==> config.mk <==
export PLATFORM = sky130hd
export DESIGN_NAME = layer_sequencer_flat
export DESIGN_NICKNAME = d
export VERILOG_FILES = /design/src/rtl/layer_seq_pkg.sv /design/src/rtl/layer_sequencer_if.sv /design/src/rtl/layer_trig_sel.sv /design/src/rtl/layer_sequencer.sv /design/src/flat_wrapper.sv
export SDC_FILE = /design/constraint.sdc
export NUM_CORES = 1
export LEC_CHECK = 0
export ABC_CLOCK_PERIOD_IN_PS = 7700
export BUFFER_PORTS_ARGS = -buffer_cell sky130_fd_sc_hd__buf_2
export CORE_MARGIN = 1.5
export CORE_UTILIZATION = 49
export DETAILED_ROUTE_END_ITERATION = 8
export PLACE_DENSITY = 0.95
export SETUP_SLACK_MARGIN = 0.02
export SKIP_LAST_GASP = 1
export SYNTH_ARGS = -nofsm -noshare
export SYNTH_HDL_FRONTEND = slang
export SYNTH_SLANG_ARGS = --single-unit
==> constraint.sdc <==
create_clock -name io_clk -period 7.7 [get_ports io_clk]
set_clock_uncertainty 0.05 [all_clocks]
set_input_delay 1.155 -clock io_clk [delete_from_list [all_inputs] [get_ports io_clk]]
set_output_delay 1.155 -clock io_clk [all_outputs]
set_load 0.02 [all_outputs]
==> src/rtl/layer_seq_pkg.sv <==
// Shared types and helpers for the multi-layer repeat sequencer.
package layer_seq_pkg;

    // Width used by the helper functions; callers zero-extend narrower values into it.
    localparam int unsigned CALC_W = 32;

    typedef enum logic [0:0] {
        IDLE = 1'b0,
        RUN  = 1'b1
    } state_e;

    // True when rep_cnt is the final repeat of a layer programmed with cnt.
    // A programmed count of 0 behaves as 1. The compare is done without wrap.
    function automatic logic eff_last(input logic [CALC_W-1:0] cnt,
                                      input logic [CALC_W-1:0] rep_cnt);
        logic [CALC_W-1:0] eff;
        eff = (cnt == '0) ? CALC_W'(1) : cnt;
        return (rep_cnt == (eff - CALC_W'(1)));
    endfunction

    // Number of layers actually used: 0 becomes 1, anything above depth becomes depth.
    function automatic logic [CALC_W-1:0] clamp_layers(input logic [CALC_W-1:0] n,
                                                       input logic [CALC_W-1:0] depth);
        logic [CALC_W-1:0] r;
        if (n == '0) begin
            r = CALC_W'(1);
        end else if (n > depth) begin
            r = depth;
        end else begin
            r = n;
        end
        return r;
    endfunction

endpackage

==> src/rtl/layer_sequencer_if.sv <==
// Control, layer-table and channel-event bundle between trigger logic and the sequencer.
interface layer_sequencer_if #(
    parameter int unsigned CH    = 8,
    parameter int unsigned CNT_W = 16,
    parameter int unsigned DEPTH = 4
);
    localparam int unsigned IDX_W = $clog2(DEPTH);

    logic                   io_start;
    logic                   io_abort;
    logic                   io_loop;
    logic [IDX_W:0]         io_numLayers;
    logic [DEPTH*CNT_W-1:0] io_layerCntTbl;
    logic [DEPTH*CH-1:0]    io_layerCfgTbl;
    logic [DEPTH-1:0]       io_modeTbl;
    logic [DEPTH-1:0]       io_baseTbl;
    logic [CH-1:0]          io_fbCatch;
    logic [CH-1:0]          io_delayEnd;
    logic [CH-1:0]          io_switchEnLogic;

    logic                   io_busy;
    logic [IDX_W-1:0]       io_layerIdx;
    logic [CNT_W-1:0]       io_repeatCnt;
    logic                   io_layerLast;
    logic                   io_layerEnd;
    logic                   io_seqEnd;
    logic                   io_aborted;

    // Controller / trigger side.
    modport master (
        output io_start, io_abort, io_loop, io_numLayers,
               io_layerCntTbl, io_layerCfgTbl, io_modeTbl, io_baseTbl,
               io_fbCatch, io_delayEnd, io_switchEnLogic,
        input  io_busy, io_layerIdx, io_repeatCnt, io_layerLast,
               io_layerEnd, io_seqEnd, io_aborted
    );

    // Sequencer side.
    modport slave (
        input  io_start, io_abort, io_loop, io_numLayers,
               io_layerCntTbl, io_layerCfgTbl, io_modeTbl, io_baseTbl,
               io_fbCatch, io_delayEnd, io_switchEnLogic,
        output io_busy, io_layerIdx, io_repeatCnt, io_layerLast,
               io_layerEnd, io_seqEnd, io_aborted
    );

endinterface

==> src/rtl/layer_trig_sel.sv <==
// Selects the advancing event for one layer from the three channel event vectors.
module layer_trig_sel #(
    parameter int unsigned CH = 8
) (
    input  logic [CH-1:0] cfg,
    input  logic          mode,
    input  logic          base,
    input  logic [CH-1:0] fb_catch,
    input  logic [CH-1:0] delay_end,
    input  logic [CH-1:0] switch_en,
    output logic          trig_c
);

    // Base layers follow switch enable; others follow delay end or feedback catch by mode.
    always_comb begin
        trig_c = 1'b0;
        if (base) begin
            trig_c = |(switch_en & cfg);
        end else if (mode) begin
            trig_c = |(delay_end & cfg);
        end else begin
            trig_c = |(fb_catch & cfg);
        end
    end

endmodule

==> src/rtl/layer_sequencer.sv <==
// Multi-layer repeat sequencer: counts per-layer trigger events through a layer table.
module layer_sequencer
    import layer_seq_pkg::*;
#(
    parameter int unsigned CH    = 8,
    parameter int unsigned CNT_W = 16,
    parameter int unsigned DEPTH = 4
) (
    input logic              io_clk,
    input logic              io_rst,
    layer_sequencer_if.slave bus
);

    localparam int unsigned IDX_W = $clog2(DEPTH);
    localparam int unsigned NL_W  = IDX_W + 1;

    state_e           state_q, state_d;
    logic [IDX_W-1:0] idx_q, idx_d;
    logic [CNT_W-1:0] rep_q, rep_d;
    logic             loop_q, loop_d;
    logic [NL_W-1:0]  nl_q, nl_d;
    logic             layer_end_q, layer_end_d;
    logic             seq_end_q, seq_end_d;
    logic             aborted_q, aborted_d;

    logic [CNT_W-1:0] cnt_sel_c;
    logic [CH-1:0]    cfg_sel_c;
    logic             mode_sel_c;
    logic             base_sel_c;
    logic             trig_c;
    logic             last_c;
    logic             last_layer_c;
    logic [NL_W-1:0]  nl_clamped_c;

    // Table slice for the current layer.
    always_comb begin
        cnt_sel_c  = bus.io_layerCntTbl[int'(idx_q)*CNT_W +: CNT_W];
        cfg_sel_c  = bus.io_layerCfgTbl[int'(idx_q)*CH +: CH];
        mode_sel_c = bus.io_modeTbl[idx_q];
        base_sel_c = bus.io_baseTbl[idx_q];
    end

    layer_trig_sel #(.CH(CH)) u_trig_sel (
        .cfg       (cfg_sel_c),
        .mode      (mode_sel_c),
        .base      (base_sel_c),
        .fb_catch  (bus.io_fbCatch),
        .delay_end (bus.io_delayEnd),
        .switch_en (bus.io_switchEnLogic),
        .trig_c    (trig_c)
    );

    // Last-repeat and last-layer qualifiers, plus the layer count to latch at start.
    always_comb begin
        last_c       = eff_last(CALC_W'(cnt_sel_c), CALC_W'(rep_q));
        last_layer_c = (NL_W'(idx_q) == (nl_q - NL_W'(1)));
        nl_clamped_c = NL_W'(clamp_layers(CALC_W'(bus.io_numLayers), CALC_W'(DEPTH)));
    end

    // State and datapath registers.
    always_ff @(posedge io_clk or posedge io_rst) begin
        if (io_rst) begin
            state_q     <= IDLE;
            idx_q       <= '0;
            rep_q       <= '0;
            loop_q      <= 1'b0;
            nl_q        <= NL_W'(1);
            layer_end_q <= 1'b0;
            seq_end_q   <= 1'b0;
            aborted_q   <= 1'b0;
        end else begin
            state_q     <= state_d;
            idx_q       <= idx_d;
            rep_q       <= rep_d;
            loop_q      <= loop_d;
            nl_q        <= nl_d;
            layer_end_q <= layer_end_d;
            seq_end_q   <= seq_end_d;
            aborted_q   <= aborted_d;
        end
    end

    // Next state, counters and pulses; abort takes priority over a same-cycle trigger.
    always_comb begin
        state_d     = state_q;
        idx_d       = idx_q;
        rep_d       = rep_q;
        loop_d      = loop_q;
        nl_d        = nl_q;
        layer_end_d = 1'b0;
        seq_end_d   = 1'b0;
        aborted_d   = 1'b0;
        unique case (state_q)
            IDLE: begin
                idx_d = '0;
                rep_d = '0;
                if (bus.io_start && !bus.io_abort) begin
                    state_d = RUN;
                    loop_d  = bus.io_loop;
                    nl_d    = nl_clamped_c;
                end
            end
            RUN: begin
                if (bus.io_abort) begin
                    state_d   = IDLE;
                    idx_d     = '0;
                    rep_d     = '0;
                    aborted_d = 1'b1;
                end else if (trig_c) begin
                    if (!last_c) begin
                        rep_d = rep_q + CNT_W'(1);
                    end else begin
                        rep_d       = '0;
                        layer_end_d = 1'b1;
                        if (!last_layer_c) begin
                            idx_d = idx_q + IDX_W'(1);
                        end else begin
                            seq_end_d = 1'b1;
                            idx_d     = '0;
                            if (!loop_q) begin
                                state_d = IDLE;
                            end
                        end
                    end
                end
            end
            default: begin
                state_d = IDLE;
            end
        endcase
    end

    // Output drive; layerLast is derived from registers and gated off in IDLE.
    assign bus.io_busy      = (state_q == RUN);
    assign bus.io_layerIdx  = idx_q;
    assign bus.io_repeatCnt = rep_q;
    assign bus.io_layerLast = (state_q == RUN) && last_c;
    assign bus.io_layerEnd  = layer_end_q;
    assign bus.io_seqEnd    = seq_end_q;
    assign bus.io_aborted   = aborted_q;

endmodule

==> src/flat_wrapper.sv <==
// flat-port wrapper written by rule: the top's interface ports become plain ports
module layer_sequencer_flat import layer_seq_pkg::*;
#(
    parameter int unsigned CH    = 8,
    parameter int unsigned CNT_W = 16,
    parameter int unsigned DEPTH = 4
)
  (io_clk, io_rst, bus_io_start, bus_io_abort, bus_io_loop, bus_io_numLayers, bus_io_layerCntTbl, bus_io_layerCfgTbl, bus_io_modeTbl, bus_io_baseTbl, bus_io_fbCatch, bus_io_delayEnd, bus_io_switchEnLogic, bus_io_busy, bus_io_layerIdx, bus_io_repeatCnt, bus_io_layerLast, bus_io_layerEnd, bus_io_seqEnd, bus_io_aborted);
  layer_sequencer_if #(.CH(CH), .CNT_W(CNT_W), .DEPTH(DEPTH)) bus_i ();
  input logic io_clk;
  input logic io_rst;
  input wire logic [$bits(bus_i.io_start)-1:0] bus_io_start;
  input wire logic [$bits(bus_i.io_abort)-1:0] bus_io_abort;
  input wire logic [$bits(bus_i.io_loop)-1:0] bus_io_loop;
  input wire logic [$bits(bus_i.io_numLayers)-1:0] bus_io_numLayers;
  input wire logic [$bits(bus_i.io_layerCntTbl)-1:0] bus_io_layerCntTbl;
  input wire logic [$bits(bus_i.io_layerCfgTbl)-1:0] bus_io_layerCfgTbl;
  input wire logic [$bits(bus_i.io_modeTbl)-1:0] bus_io_modeTbl;
  input wire logic [$bits(bus_i.io_baseTbl)-1:0] bus_io_baseTbl;
  input wire logic [$bits(bus_i.io_fbCatch)-1:0] bus_io_fbCatch;
  input wire logic [$bits(bus_i.io_delayEnd)-1:0] bus_io_delayEnd;
  input wire logic [$bits(bus_i.io_switchEnLogic)-1:0] bus_io_switchEnLogic;
  output wire logic [$bits(bus_i.io_busy)-1:0] bus_io_busy;
  output wire logic [$bits(bus_i.io_layerIdx)-1:0] bus_io_layerIdx;
  output wire logic [$bits(bus_i.io_repeatCnt)-1:0] bus_io_repeatCnt;
  output wire logic [$bits(bus_i.io_layerLast)-1:0] bus_io_layerLast;
  output wire logic [$bits(bus_i.io_layerEnd)-1:0] bus_io_layerEnd;
  output wire logic [$bits(bus_i.io_seqEnd)-1:0] bus_io_seqEnd;
  output wire logic [$bits(bus_i.io_aborted)-1:0] bus_io_aborted;
  assign bus_i.io_start = bus_io_start;
  assign bus_i.io_abort = bus_io_abort;
  assign bus_i.io_loop = bus_io_loop;
  assign bus_i.io_numLayers = bus_io_numLayers;
  assign bus_i.io_layerCntTbl = bus_io_layerCntTbl;
  assign bus_i.io_layerCfgTbl = bus_io_layerCfgTbl;
  assign bus_i.io_modeTbl = bus_io_modeTbl;
  assign bus_i.io_baseTbl = bus_io_baseTbl;
  assign bus_i.io_fbCatch = bus_io_fbCatch;
  assign bus_i.io_delayEnd = bus_io_delayEnd;
  assign bus_i.io_switchEnLogic = bus_io_switchEnLogic;
  assign bus_io_busy = bus_i.io_busy;
  assign bus_io_layerIdx = bus_i.io_layerIdx;
  assign bus_io_repeatCnt = bus_i.io_repeatCnt;
  assign bus_io_layerLast = bus_i.io_layerLast;
  assign bus_io_layerEnd = bus_i.io_layerEnd;
  assign bus_io_seqEnd = bus_i.io_seqEnd;
  assign bus_io_aborted = bus_i.io_aborted;
  layer_sequencer #(.CH(CH), .CNT_W(CNT_W), .DEPTH(DEPTH)) u_core (.io_clk(io_clk), .io_rst(io_rst), .bus(bus_i));
endmodule
# After elaboration in Yosys (flattened, before gate mapping)
# Index checks and enable logic that the tools add are counted.
# W data, S select, Z words.
[word_totals]
output_inout_bits = 23
latch_bits = 0
elab_cells = 70
romBits = 0
mem_bits_rw = 0
memories = 0
reg_bits = 26
[classes]
mux = 36
n_lt_le_gt_ge = 2
n_addsub = 4
reduce_logical = 10
n_shift = 2
div_mod_pow = 0
bitwise_logic = 4
n_mul = 0
n_eq_ne = 4
[ops]
columns = ["cell", "n"]
rows = [
  ["$mux W16", 4],
  ["$shiftx A64 B7 Y16", 1],
  ["$eq A16 B32 Y1", 1],
  ["$pmux W16 S2", 1],
  ["$shiftx A32 B6 Y8", 1],
  ["$sub A32 B1 Y32 const B", 1],
  ["$and A8 B8 Y8", 3],
  ["$reduce_or A8 Y1", 3],
  ["$mux W1", 21],
  ["$add A16 B1 Y16 const B", 1],
  ["$logic_not A16 Y1", 1],
  ["$mux W2", 4],
  ["$mux W3", 2],
  ["$ne A3 B3 Y1 const B", 2],
  ["$bmux W1 S2", 2],
  ["$pmux W2 S2", 1],
  ["$reduce_and A2 Y1", 2],
  ["$eq A2 B3 Y1", 1],
  ["$gt A3 B3 Y1 const B", 1],
  ["$logic_not A3 Y1", 1],
  ["$lt A2 B3 Y1 const B", 1],
  ["$sub A3 B1 Y3 const B", 1],
  ["$add A2 B1 Y2 const B", 1],
  ["$logic_and A1 B1 Y1", 2],
  ["other kinds (3)", 3],
]

# Longest topological paths before layout
[depth]
word_depth = 9
mapped_depth = 15

# Hierarchy
# From an unflattened synthesis, not the netlist that was laid out.
[unflattened]
hier_cells = 283
area_unflattened_um2 = 2922.8
[modules_own_cells]
columns = ["mod", "seq_area_each_um2", "instances", "area_per_inst_um2", "cells_each"]
rows = [
  ["layer_sequencer", 651.9, 1, 2783.9, 266],
  ["layer_trig_sel", 0.0, 1, 138.9, 17],
]

# Least setup slack after synthesis
# Ideal clock, no wire load.
[synth_path]
path_kind = "input port to output port"
start = "input port bus_io_layerCntTbl[54]"
end = "output port bus_io_layerLast"
arrival_time_ps = 4574
setup_slack_ps = 1921
stages = 12
path_cell_list = "mux4_2 or4_1 nor4b_4 a21oi_1 ha_1 nand4b_1 a211oi_1 xnor2_1 a2111oi_0 and4b_1 buf_1 and4_1"
[synth_between]
elab_chain_len = 6
[synth_lines]
columns = ["item", "line", "source"]
rows = [
  ["from (decl)", "flat_wrapper.sv:16", "input wire logic [$bits(bus_i.io_layerCntTbl)-1:0] bus_io_layerCntTbl;"],
  ["$shiftx A64 B7 Y16 *", "layer_sequencer.sv:37", "cnt_sel_c = bus.io_layerCntTbl[int'(idx_q)*CNT_W +: CNT_W];"],
  ["$logic_not A16 Y1", "layer_seq_pkg.sv:17", "eff = (cnt == '0) ? CALC_W'(1) : cnt;"],
  ["$mux W16 *", "layer_seq_pkg.sv:17", ""],
  ["$sub A32 B1 Y32 *", "layer_seq_pkg.sv:18", "return (rep_cnt == (eff - CALC_W'(1)));"],
  ["$eq A16 B32 Y1 *", "layer_seq_pkg.sv:18", ""],
  ["$logic_and A1 B1 Y1 *", "layer_sequencer.sv:137", "assign bus.io_layerLast = (state_q == RUN) && last_c;"],
  ["to (decl)", "flat_wrapper.sv:26", "output wire logic [$bits(bus_i.io_layerLast)-1:0] bus_io_layerLast;"],
]
# Every way passes the cells marked *; elsewhere a longest branch is shown, timed or not.

# Final worst setup path
[layout_path]
start = "input port bus_io_layerCntTbl[53]"
end = "output port bus_io_layerLast"
# The elaborated chain is that of the path after synthesis.

==> metrics.cfg <==
[cts]
cts_tree = built
cts_max_level = 1
ctsResizeCount = 0
holdBufCountCts = 0
postCtsSetupRepairBufs = 0
root_buffer = clkbuf_8
cts_buffers = 3
clkLatencyLatePin_ns = 0.27
cts.sinks = 26
cts_buffer_depth = 2
path_clk_slew_ns = 0.08

[global_routing]
grt_overflow = 0
grt_use_total_pct = 26.51
grt_antenna_before_repair = 0
grt_pass1_wl_mm = 12.96
grt_max_degree = 27
grt_pass1_vias = 2819

[cells_and_area]
layout.nets = 566
area_delta_synth_final_pct = 31.50
stdcell_count = 497
fillers = 463
insertedDiodeCount = 0
multi_input_area_mm2 = 0.001999
seq_area_um2 = 653.1
drive_gt1_share_pct = 47.53
fin_area_mm2 = 0.003641

[sta]
max_slew_margin_pct = 37.04
fin_crit_ns = 6.266
maxSlewViolCount = 0
tightest_slew_ns = 0.9434
setup_viol = 0
max_freq_ghz = 0.1596
rsz0062_at_grt = no
hold_viol_final = 0
min_period_over_period_pct = 81.37
setup_tns_ns = 0

[route]
vias = 3044
drt-total-wl_mm = 8.490
first_pass_iters = 5
drt_iter0_drc = 288
drcViolationCount = 0
ant_nets = 0
viasPerCell = 6.125
drt-wirelength-per-cell_um = 17.08

[logic_synthesis]
ys.flop_type = dfrtp_1
yosys.area.top_type = dfrtp_1
synth.cell_area_mm2 = 0.002769
synth_enable_flop_cells = 0
synth-seq-cells = 26
yosysSeqAreaShare_pct = 23.54
synth_cell_types = 52
synthTopCellsByCount = 26 x mux4_2, 25 x dfrtp_1, 20 x nor3_1
synth.avg_cell_area_um2 = 10.03
syn_nets = 416
post-synth-top-count-cell = mux4_2
ys_warn_count = 0
synthCells = 276
netlist_top_cells_area = dfrtp_1 23%, mux4_2 21%, xor2_1 6.0%
synth_top_area_share_pct = 22.59
ys_async_sr_fraction_pct = 100.0

[critical_path]
path_buf_inv = 2
cp_top_family = simple AND/OR/NAND/NOR gates
rr_startpoint = u_core.bus.io_layerIdx[0]$_DFFE_PP0P_
crit_required_ns = 6.49
crit_path_top_delay_cell = or4_1
slowest_delay_ns = 0.62
cp_cell_sequence = buf_2, mux4_2, or4_1, nor4b_4, a21oi_1, ha_1, nand4b_1, a211oi_1, xnor2_1, a2111oi_0, and4b_1, and4_1, buf_2
crit_type = in2out
crit_start = bus_io_layerCntTbl[53]
cp.arrival_ns = 5.06
cp-start-kind = input pin
cpMostUsedCell = buf_2
end_kind = output port
worstPathMaxFanout = 7

[die]
core_mm2 = 0.005473
num_rows = 27
initial_core_util_pct = 50.59
die_x_um = 78.17
die-area_mm2 = 0.006111
ios = 159
die_y_um = 78.17

[job]
drv_cap = 0

[power]
irDropWorstVdd_mv = 0.1012
power.density_mw_per_mm2 = 93.87
p_leak_nw = 1.631

[place]
numPortBuffers = 158
placed_area_mm2 = 0.003586
dp_cells = 493
place_congestion = 0.8954
hpwl_mm = 6.893

[min_path]
hold_path_class = reg2reg
hp-start = u_core.loop_q$_DFFE_PP0P_

[run_status]
outcome = finished clean

## cells by family after synthesis
| kind of cell | synth area share (%) |
|---|---|
| adder cells (fa/ha/maj) | 1.808 |
| XOR/XNOR | 10.44 |
| AO/OA/AOI/OAI | 12.11 |
| buffers and inverters | 4.248 |
| flip-flops | 23.54 |
| multiplexers | 25.67 |
| AND/OR/NAND/NOR | 22.19 |
## through the flow
step | worst slack (ns) | power, W | hold slack (ns) | utilization [%]
2_1_floorplan | 1.921 | 0.0002092 | 0.4322 | -
3_3_place_gp | 1.603 | 0.0002517 | 0.4510 | 65.52
3_5_place_dp | 1.497 | 0.0002564 | 0.4626 | 65.52
4_1_cts | 1.467 | 0.0003421 | 0.4820 | 66.53
5_1_grt | 1.147 | 0.0003601 | 0.5053 | 66.53
6_report | 1.434 | 0.0003418 | 0.4793 | 66.53
## layout make-up
class | count | area share, %
well taps | 72 | 2.474
clock buffers | 4 | 1.512
flip-flops and latches | 26 | 17.94
repair buffers | 160 | 22.13
multi-input cells | 225 | 54.91
inverters | 10 | 1.031
## routing by layer
metal  track usage [%]  vias up  wire length, um
met5                 0        -                0
met2             46.09      184             4169
met1             35.75     1454             3470
met4             6.071        0               94
met3             2.674       13              755
li1                  -     1393                -
## path summary, 6_finish.rpt
check | cells after the start | slack (ns) | to
max | 13 | 1.43 | bus_io_layerLast
min | 1 | 0.48 | u_core.loop_q$_DFFE_PP0P_
max reg2reg | 12 | 2.40 | u_core.bus.io_busy$_DFF_PP0_
min reg2reg | 1 | 0.48 | u_core.loop_q$_DFFE_PP0P_
max in group asynchronous | 2 | 5.93 | u_core.bus.io_layerIdx[0]$_DFFE_PP0P_
min in group asynchronous | 2 | 1.03 | u_core.bus.io_repeatCnt[8]$_DFFE_PP0P_
## placed cells by master (no fill, tap or decap), types with 5 or more instances in the layout
cell type	netlist	routed
nor4_1	5	5
or3_1	5	5
nor3_1	20	20
nor2_1	7	7
and2_1	5	5
xnor2_1	14	14
o21ai_0	6	6
and3_1	6	6
inv_1	10	10
dfrtp_1	25	24
mux4_2	26	26
mux2i_1	8	8
nand4_1	10	10
buf_2	1	158
nand2_1	19	19
a21oi_1	7	7
nand3_1	10	10
xor2_1	19	19
a211oi_1	6	6
## registers in the layout, indices dropped and copies added, names as in the netlist
| signal | flops |
|---|---|
| u_core.bus.io_layerIdx | 2 |
| u_core.nl_q | 3 |
| u_core.loop_q | 1 |
| u_core.bus.io_busy | 1 |
| u_core.bus.io_aborted | 1 |
| u_core.bus.io_seqEnd | 1 |
| u_core.bus.io_repeatCnt | 16 |
| u_core.bus.io_layerEnd | 1 |
## report_power, final
group,internal [W],leakage [nW],switching (W)
Combinational,0.0000568,1.25,0.0000502
Sequential,0.000143,0.350,0.00000467
Clock,0.0000457,0.0288,0.0000412
Total,0.000246,1.63,0.0000962
(Power assumes the default switching activity.)
